## src/rtl/msrv32_target_addr_unit.sv

```systemverilog
// Shared target/effective-address adder for branch, jump, JALR, load/store and pc+4.
// Latency PIPE_STAGES cycles; bubbles collapse and ready_out follows stage-1 advance.
`timescale 1ns/1ps
module msrv32_target_addr_unit #(
   parameter int XLEN        = 32,
   parameter int PIPE_STAGES = 1,
   parameter int ALIGN_BITS  = 2
) (
   input  logic            ms_riscv32_mp_clk_in,
   input  logic            ms_riscv32_mp_rst_in,
   input  logic            flush_in,
   input  logic            valid_in,
   output logic            ready_out,
   input  logic [1:0]      mode_in,
   input  logic [XLEN-1:0] pc_in,
   input  logic [XLEN-1:0] rs1_in,
   input  logic [XLEN-1:0] imm_in,
   output logic            valid_out,
   input  logic            ready_in,
   output logic [XLEN-1:0] iadder_out,
   output logic            misaligned_out,
   output logic [1:0]      mode_out
);

   localparam int LAST = PIPE_STAGES - 1;

   if (PIPE_STAGES < 1 || PIPE_STAGES > 3) begin : g_bad_stages
      $error("msrv32_target_addr_unit: PIPE_STAGES must be in 1..3");
   end

   logic [PIPE_STAGES-1:0] stg_vld;
   logic [PIPE_STAGES-1:0] stg_mis;
   logic [PIPE_STAGES-1:0] adv;
   logic [XLEN-1:0]        stg_addr [PIPE_STAGES];
   logic [1:0]             stg_mode [PIPE_STAGES];

   logic [XLEN-1:0] op_a;
   logic [XLEN-1:0] op_b;
   logic [XLEN-1:0] sum;
   logic [XLEN-1:0] addr;
   logic            mis;
   logic            chain;

   // Modes 00 and 11 take pc as the base; the others take rs1.
   always_comb begin
      op_a = (mode_in[0] == mode_in[1]) ? pc_in : rs1_in;
      op_b = (mode_in == 2'b11) ? XLEN'(4) : imm_in;
      sum  = op_a + op_b;
      addr = sum;
      if (mode_in == 2'b10) begin
         addr[0] = 1'b0;
      end
      mis = ~mode_in[0] & (|addr[ALIGN_BITS-1:0]);
   end

   always_comb begin
      chain = ready_in;
      adv   = '0;
      for (int k = LAST; k >= 0; k--) begin
         chain  = chain | ~stg_vld[k];
         adv[k] = chain;
      end
   end

   assign ready_out = adv[0] | flush_in;

   always_ff @(posedge ms_riscv32_mp_clk_in or posedge ms_riscv32_mp_rst_in) begin
      if (ms_riscv32_mp_rst_in) begin
         stg_vld <= '0;
         stg_mis <= '0;
         for (int k = 0; k < PIPE_STAGES; k++) begin
            stg_addr[k] <= '0;
            stg_mode[k] <= '0;
         end
      end else begin
         if (adv[0]) begin
            stg_vld[0] <= valid_in & ~flush_in;
            if (valid_in) begin
               stg_addr[0] <= addr;
               stg_mis[0]  <= mis;
               stg_mode[0] <= mode_in;
            end
         end
         for (int k = 1; k < PIPE_STAGES; k++) begin
            if (adv[k]) begin
               stg_vld[k]  <= stg_vld[k-1];
               stg_addr[k] <= stg_addr[k-1];
               stg_mis[k]  <= stg_mis[k-1];
               stg_mode[k] <= stg_mode[k-1];
            end
         end
         // Flush wins over both capture and output transfer.
         if (flush_in) begin
            stg_vld <= '0;
         end
      end
   end

   assign valid_out      = stg_vld[LAST];
   assign iadder_out     = stg_addr[LAST];
   assign misaligned_out = stg_mis[LAST];
   assign mode_out       = stg_mode[LAST];

endmodule

```

## config.mk

```make
export PLATFORM = sky130hd
export DESIGN_NAME = msrv32_target_addr_unit
export DESIGN_NICKNAME = d
export VERILOG_FILES = /design/src/rtl/msrv32_target_addr_unit.sv
export SDC_FILE = /design/constraint.sdc
export NUM_CORES = 1
export LEC_CHECK = 0
export ABC_CLOCK_PERIOD_IN_PS = 1500
export BUFFER_PORTS_ARGS = -buffer_cell sky130_fd_sc_hd__clkbuf_2
export CORE_AREA = 2 2 94 96
export CTS_CLUSTER_DIAMETER = 100
export DETAILED_ROUTE_END_ITERATION = 7
export DIE_AREA = 0 0 96 98
export PLACE_DENSITY = 0.75
export RECOVER_POWER = 100
export SYNTH_ARGS = -nofsm -noshare
export SYNTH_HDL_FRONTEND = slang
export SYNTH_SLANG_ARGS = --single-unit
```

## constraint.sdc

```tcl
create_clock -name ms_riscv32_mp_clk_in -period 1.5 [get_ports ms_riscv32_mp_clk_in]
set_clock_uncertainty 0.15 [all_clocks]
set_input_delay 0.3 -clock ms_riscv32_mp_clk_in [delete_from_list [all_inputs] [get_ports ms_riscv32_mp_clk_in]]
set_output_delay 0.3 -clock ms_riscv32_mp_clk_in [all_outputs]
set_load 0.01 [all_outputs]
```

=== Yosys cells after proc, flatten, opt, wreduce, memory -nomap -nowiden ===
Index checks and enable logic that the tools add are counted.

* Output and inout bits: 37
* Word-level logic and storage cells: 23
* Register bits: 36

* Add/sub/neg operators: 1
* Equal/unequal tests: 3
* Muxes and demuxes: 5
* Bitwise operators: 7
* Reductions and logical operators: 3

{| class="wikitable"
|+ Operators with widths
! operator !! count
|-
| $mux 32 || 2
|-
| $add 32x32->32 || 1
|-
| $eq 2x2->1 const B || 2
|-
| $mux 1 || 3
|-
| $not 1->1 || 3
|-
| $and 1x1->1 || 2
|-
| $or 1x1->1 || 2
|-
| $reduce_and 2->1 || 1
|-
| $reduce_bool 2->1 || 1
|-
| $reduce_or 2->1 || 1
|-
| $eq 1x1->1 || 1
|}

=== Depth between registers and ports, before layout ===
* Word-level depth: 6
* Depth in mapped cells: 15

=== Worst setup path before layout ===
No wires, ideal clock.

* Kind: input port to flip-flop
* From: input port mode_in[0]
* To: register stg_addr (netlist bit iadder_out[22])
* Stages on the path: 15
* Path buffers: 2
* Required time: 1.282 ns
* Path slack: -2.063 ns
* Arrival: 3.345 ns
* Cells stage by stage: inv_1 ha_1 clkbuf_1 buf_1 mux2_2 ha_1 inv_1 fa_1 nor2b_4 o2111ai_2 a21oi_2 o31ai_4 a31oi_1 or3_1 nand3_1

* Word-level cells in the longest chain between the ends: 3

{| class="wikitable"
|+ RTL lines
! element !! RTL line !! text
|-
| from (decl) || 14 || <nowiki>input logic [1:0] mode_in,</nowiki>
|-
| $eq 2x2->1 / $eq 1x1->1 (equally long branches) || 47, 46 ||
|-
| $mux 32, on equally long branches || 47, 46 ||
|-
| $add 32x32->32 * || 48 || <nowiki>sum = op_a + op_b;</nowiki>
|-
| to (signal, indexed assignment) || 87 || <nowiki>stg_addr[k] <= stg_addr[k-1];</nowiki>
|-
| to (decl) || 34 || <nowiki>logic [XLEN-1:0] stg_addr [PIPE_STAGES];</nowiki>
|}

Mark *: on every way between the ends. The rest lies on a longest branch, timed or not.
A chain may end at the register's enable or synchronous reset.

=== Final worst setup path ===
* From: input port mode_in[0]
* To: register stg_addr (netlist bit iadder_out[26])

The elaborated chain is that of the path after synthesis.

==> summary.txt <==
Power
  • P per Cell Area: 935 nW/um^2
  • Sequential group share of total power: 23.3%
  • Leak pwr: 0.00296 uW
  • Internal power: 3640 uW
  • Clock Power Share: 16.2%
  • Combinational power share: 60.5%
  • Switching portion of total power: 39.5%
  • Worst VDD drop: 0.000448 V
  • Sw power: 2370 uW

STA
  • Min cycle time layout: 2.89 ns
  • Unrepaired setup endpoints after global routing: yes
  • Tcrit/Tclk final: 193%
  • Slew @ Worst Pin: 0.521 ns
  • Setup violations, final: 34
  • FMAX: 0.345 GHz
  • Rel. slew slack: 65.3%
  • Count of final max-slew check failures: 0
  • Setup_tns: -35.57 ns
  • Setup WS post-layout: -1.39 ns
  • Hold Violations, Final: 0

Detailed routing
  • Met3 wire length: 683 microns
  • WL met1: 5350 microns
  • Drt initial violations: 224
  • DR DRC count: 0
  • Highest metal used: met4
  • Avg Vias per Cell: 5.51
  • DRT Pass-1 Iters: 5
  • WL/cell: 16.5 microns
  • Via count: 4445
  • Met2 wire length: 6940 microns
  • Drt total wl: 13300 microns
  • Antenna Nets Post-Route: 0

Synth
  • Post-synthesis sequential area ratio: 23.7%
  • Cell taking the most area after synthesis: dfrtp_1
  • Mapped Nets: 593
  • Post-synthesis cell area: 3810 sq um
  • Synth Register Bits: 36
  • Primary FF master, synth: dfrtp_1
  • Synth top area cells: dfrtp_1 (24%), ha_1 (11%), mux2_2 (9.5%)
  • Synth cell types: 61
  • Top-area cell type share of the netlist area: 23.7%
  • Fraction of registers with async set/reset: 100%
  • Mapped Cells: 456
  • Yosys warns: 0
  • Number of enable flip-flop cells after synthesis: 0
  • Syn Area/Cell: 8.35 sq um

Worst setup path
  • Worst r2r src: valid_out$_DFFE_PP0P_
  • Setup CP Type: in -> reg
  • CP max FO: 4
  • Reg2reg end: iadder_out[22]$_DFFE_PP0P_
  • R2r setup slk: -0.07 ns
  • CP Data Arrival Time: 2.93 ns
  • Worst reg-to-reg path cell count: 6
  • CP Capture Type: flip-flop
  • Worst setup SP type: input port
  • Crit path largest cell delay: 0.37 ns
  • CP max stage cell: fa_2
  • Critical path, cell by cell: clkbuf_16, inv_12, ha_4, buf_6, mux2_4, ha_4, inv_2, fa_2, nor2b_4, o2111ai_4, a21oi_4, o31ai_4, buf_6, o311ai_4, xnor2_1, o21ai_1
  • Critical Path RT: 1.53 ns

Clock tree
  • Clock sinks: 36
  • CTS max path bufs: 2
  • Latest clock arrival within the worst-skew pair: 0.29 ns
  • Cts bufs inserted: 5
  • H-tree levels: 2
  • Reg clk slew, reported paths: 0.08 ns
  • CTS tree: done
  • CTS root buf: clkbuf_8

Floorplanning
  • Starting Density: 45.0%
  • Die span in x: 96 microns
  • Die H: 98 microns
  • Placeable Area: 8470 sq um
  • # rows: 34
  • Ports: 140
  • Die area: 9410 sq um

Global route
  • First-pass GRT wire length: 21000 microns
  • GR Util All Layers: 27.9%
  • Remaining Overflow, GRT: 0
  • Initial antenna violation count: 0
  • Largest net degree at the start of global routing: 37
  • Vias in the first global route: 4572

Place
  • Post-DP HPWL: 9660 microns
  • Pre-CTS WS: -1.86 ns
  • IO Port Bufs: 139
  • RePlAce Congestion: 0.906

Finish
  • Area growth syn-to-layout: 69.0%
  • Final Net Count: 835
  • Share of cells above drive strength 1: 53.9%
  • Diode count: 0

Run status
  • Violated checks: setup timing
  • Status: finished with violations

Job
  • Maxcap violations: 0

Worst hold path
  • Hold path cells: 2
  • Hold path startpoint: flush_in
  • Hold Crit Class: in -> reg
  • Hold Path Sink: valid_out$_DFFE_PP0P_
-- what timing repair did --
item,CTS,global route
gates cloned,1,0
pin swaps,38,12
hold buffers,1,0
endpoints found under the hold margin,36,0
buffers inserted,8,7
resized for setup,101,24
setup endpoints to repair,34,34
-- layout by cell type, fill, tap and decap left out, drive strengths merged, types with 3 or more instances in the layout --
cell	instances
xnor2	15
buf	123
nor2b	31
nor2	16
o21bai	4
nand2	61
xor2	13
o311ai	3
nand4	7
a31oi	5
o21a	9
inv	8
nand3	5
nor3	6
o21ai	47
nand2b	5
mux2i	4
a21oi	38
ha	33
o2111ai	3
o31ai	3
or2	3
mux2	32
a21o	12
o211ai	4
clkbuf	147
dfrtp	36
-- power groups by stage --
stage / registers [uW] / logic [uW] / clock network, uW
2_1_floorplan: 1510 / 1700 / 0
3_3_place_gp: 1400 / 3020 / 0
3_5_place_dp: 1410 / 3090 / 0
4_1_cts: 1390 / 3550 / 968
5_1_grt: 1430 / 3910 / 1010
6_report: 1400 / 3640 / 976
-- Yosys cell counts (4+ instances only) --
cell type,count
o21ai_0,40
inv_1,8
ha_1,33
o21ai_1,6
nand4_1,6
clkbuf_1,19
nor2_1,16
a31oi_1,4
a21oi_1,34
nand2_1,61
mux2i_1,4
nand3_1,5
a21oi_2,4
nand2b_1,5
nor3_1,6
a21o_1,12
xnor2_1,15
dfrtp_1,36
o21a_1,9
buf_2,5
xor2_1,13
mux2_2,32
nor2b_1,30
-- per-stage QoR --
step | instance area (sq um) | std cells | hold WS, ns | utilization (%) | power, uW
final | 6430 | 807 | 0.0261 | 76.0 | 6020
after CTS | 6370 | 802 | 0.0270 | 75.3 | 5910
after detailed placement | 5660 | 784 | 0.197 | 66.9 | 4500
after global placement | 5660 | 784 | 0.187 | 66.9 | 4420
after floorplan | 4160 | 456 | 0.213 | - | 3210
after global routing | 6430 | 807 | 0.0390 | 76.0 | 6340
-- critical path: cells and delay by family --
kind	cells	cell delay, ns
AO/OA/AOI/OAI	5	0.82
XOR/XNOR	1	0.16
adder cells (fa/ha/maj)	3	0.83
buffers and inverters	5	0.47
multiplexers	1	0.17
AND/OR/NAND/NOR	1	0.17
-- layer usage --
metal	global-route usage [%]	vias up
met2	50.2	175
met4	8.90	0
li1	-	2125
met1	33.7	2113
met3	3.55	32
met5	0	-
-- registers in the layout, summed over array words and instances (netlist names) --
register	flops
valid_out	1
misaligned_out	1
iadder_out	32
mode_out	2
-- worst max path at each step --
stage | slack (ns) | startpoint | end | cells after the start
finish | -1.39 | mode_in[0] | iadder_out[26]$_DFFE_PP0P_ | 16
detailed placement | -1.86 | mode_in[0] | iadder_out[31]$_DFFE_PP0P_ | 13
floorplan | -1.54 | mode_in[0] | iadder_out[31]$_DFFE_PP0P_ | 13
global route | -1.47 | mode_in[0] | iadder_out[24]$_DFFE_PP0P_ | 16
CTS | -1.38 | mode_in[0] | iadder_out[30]$_DFFE_PP0P_ | 16
global placement | -1.80 | mode_in[0] | iadder_out[31]$_DFFE_PP0P_ | 13
-- logic make-up after synthesis --
group | share of synthesized area, %
and+or+nand+nor | 19.0
AOI/OAI and AO/OA | 24.9
buffers and inverters | 4.14
muxes | 10.5
DFF | 23.7
adders and majority gates | 11.4
xor gates and xnor gates | 6.44
-- area by class of cell --
cell class | instances | area [sq um]
Clock inverter | 1 | 30.0
Clock buffer | 7 | 96.3
Inverter | 8 | 42.5
Fill cell | 583 | 2030
Timing Repair Buffer | 264 | 1720
Multi-Input combinational cell | 383 | 3510
Tap cell | 108 | 135
Sequential cell | 36 | 901
No activity file was read; power rests on OpenSTA's default activity.
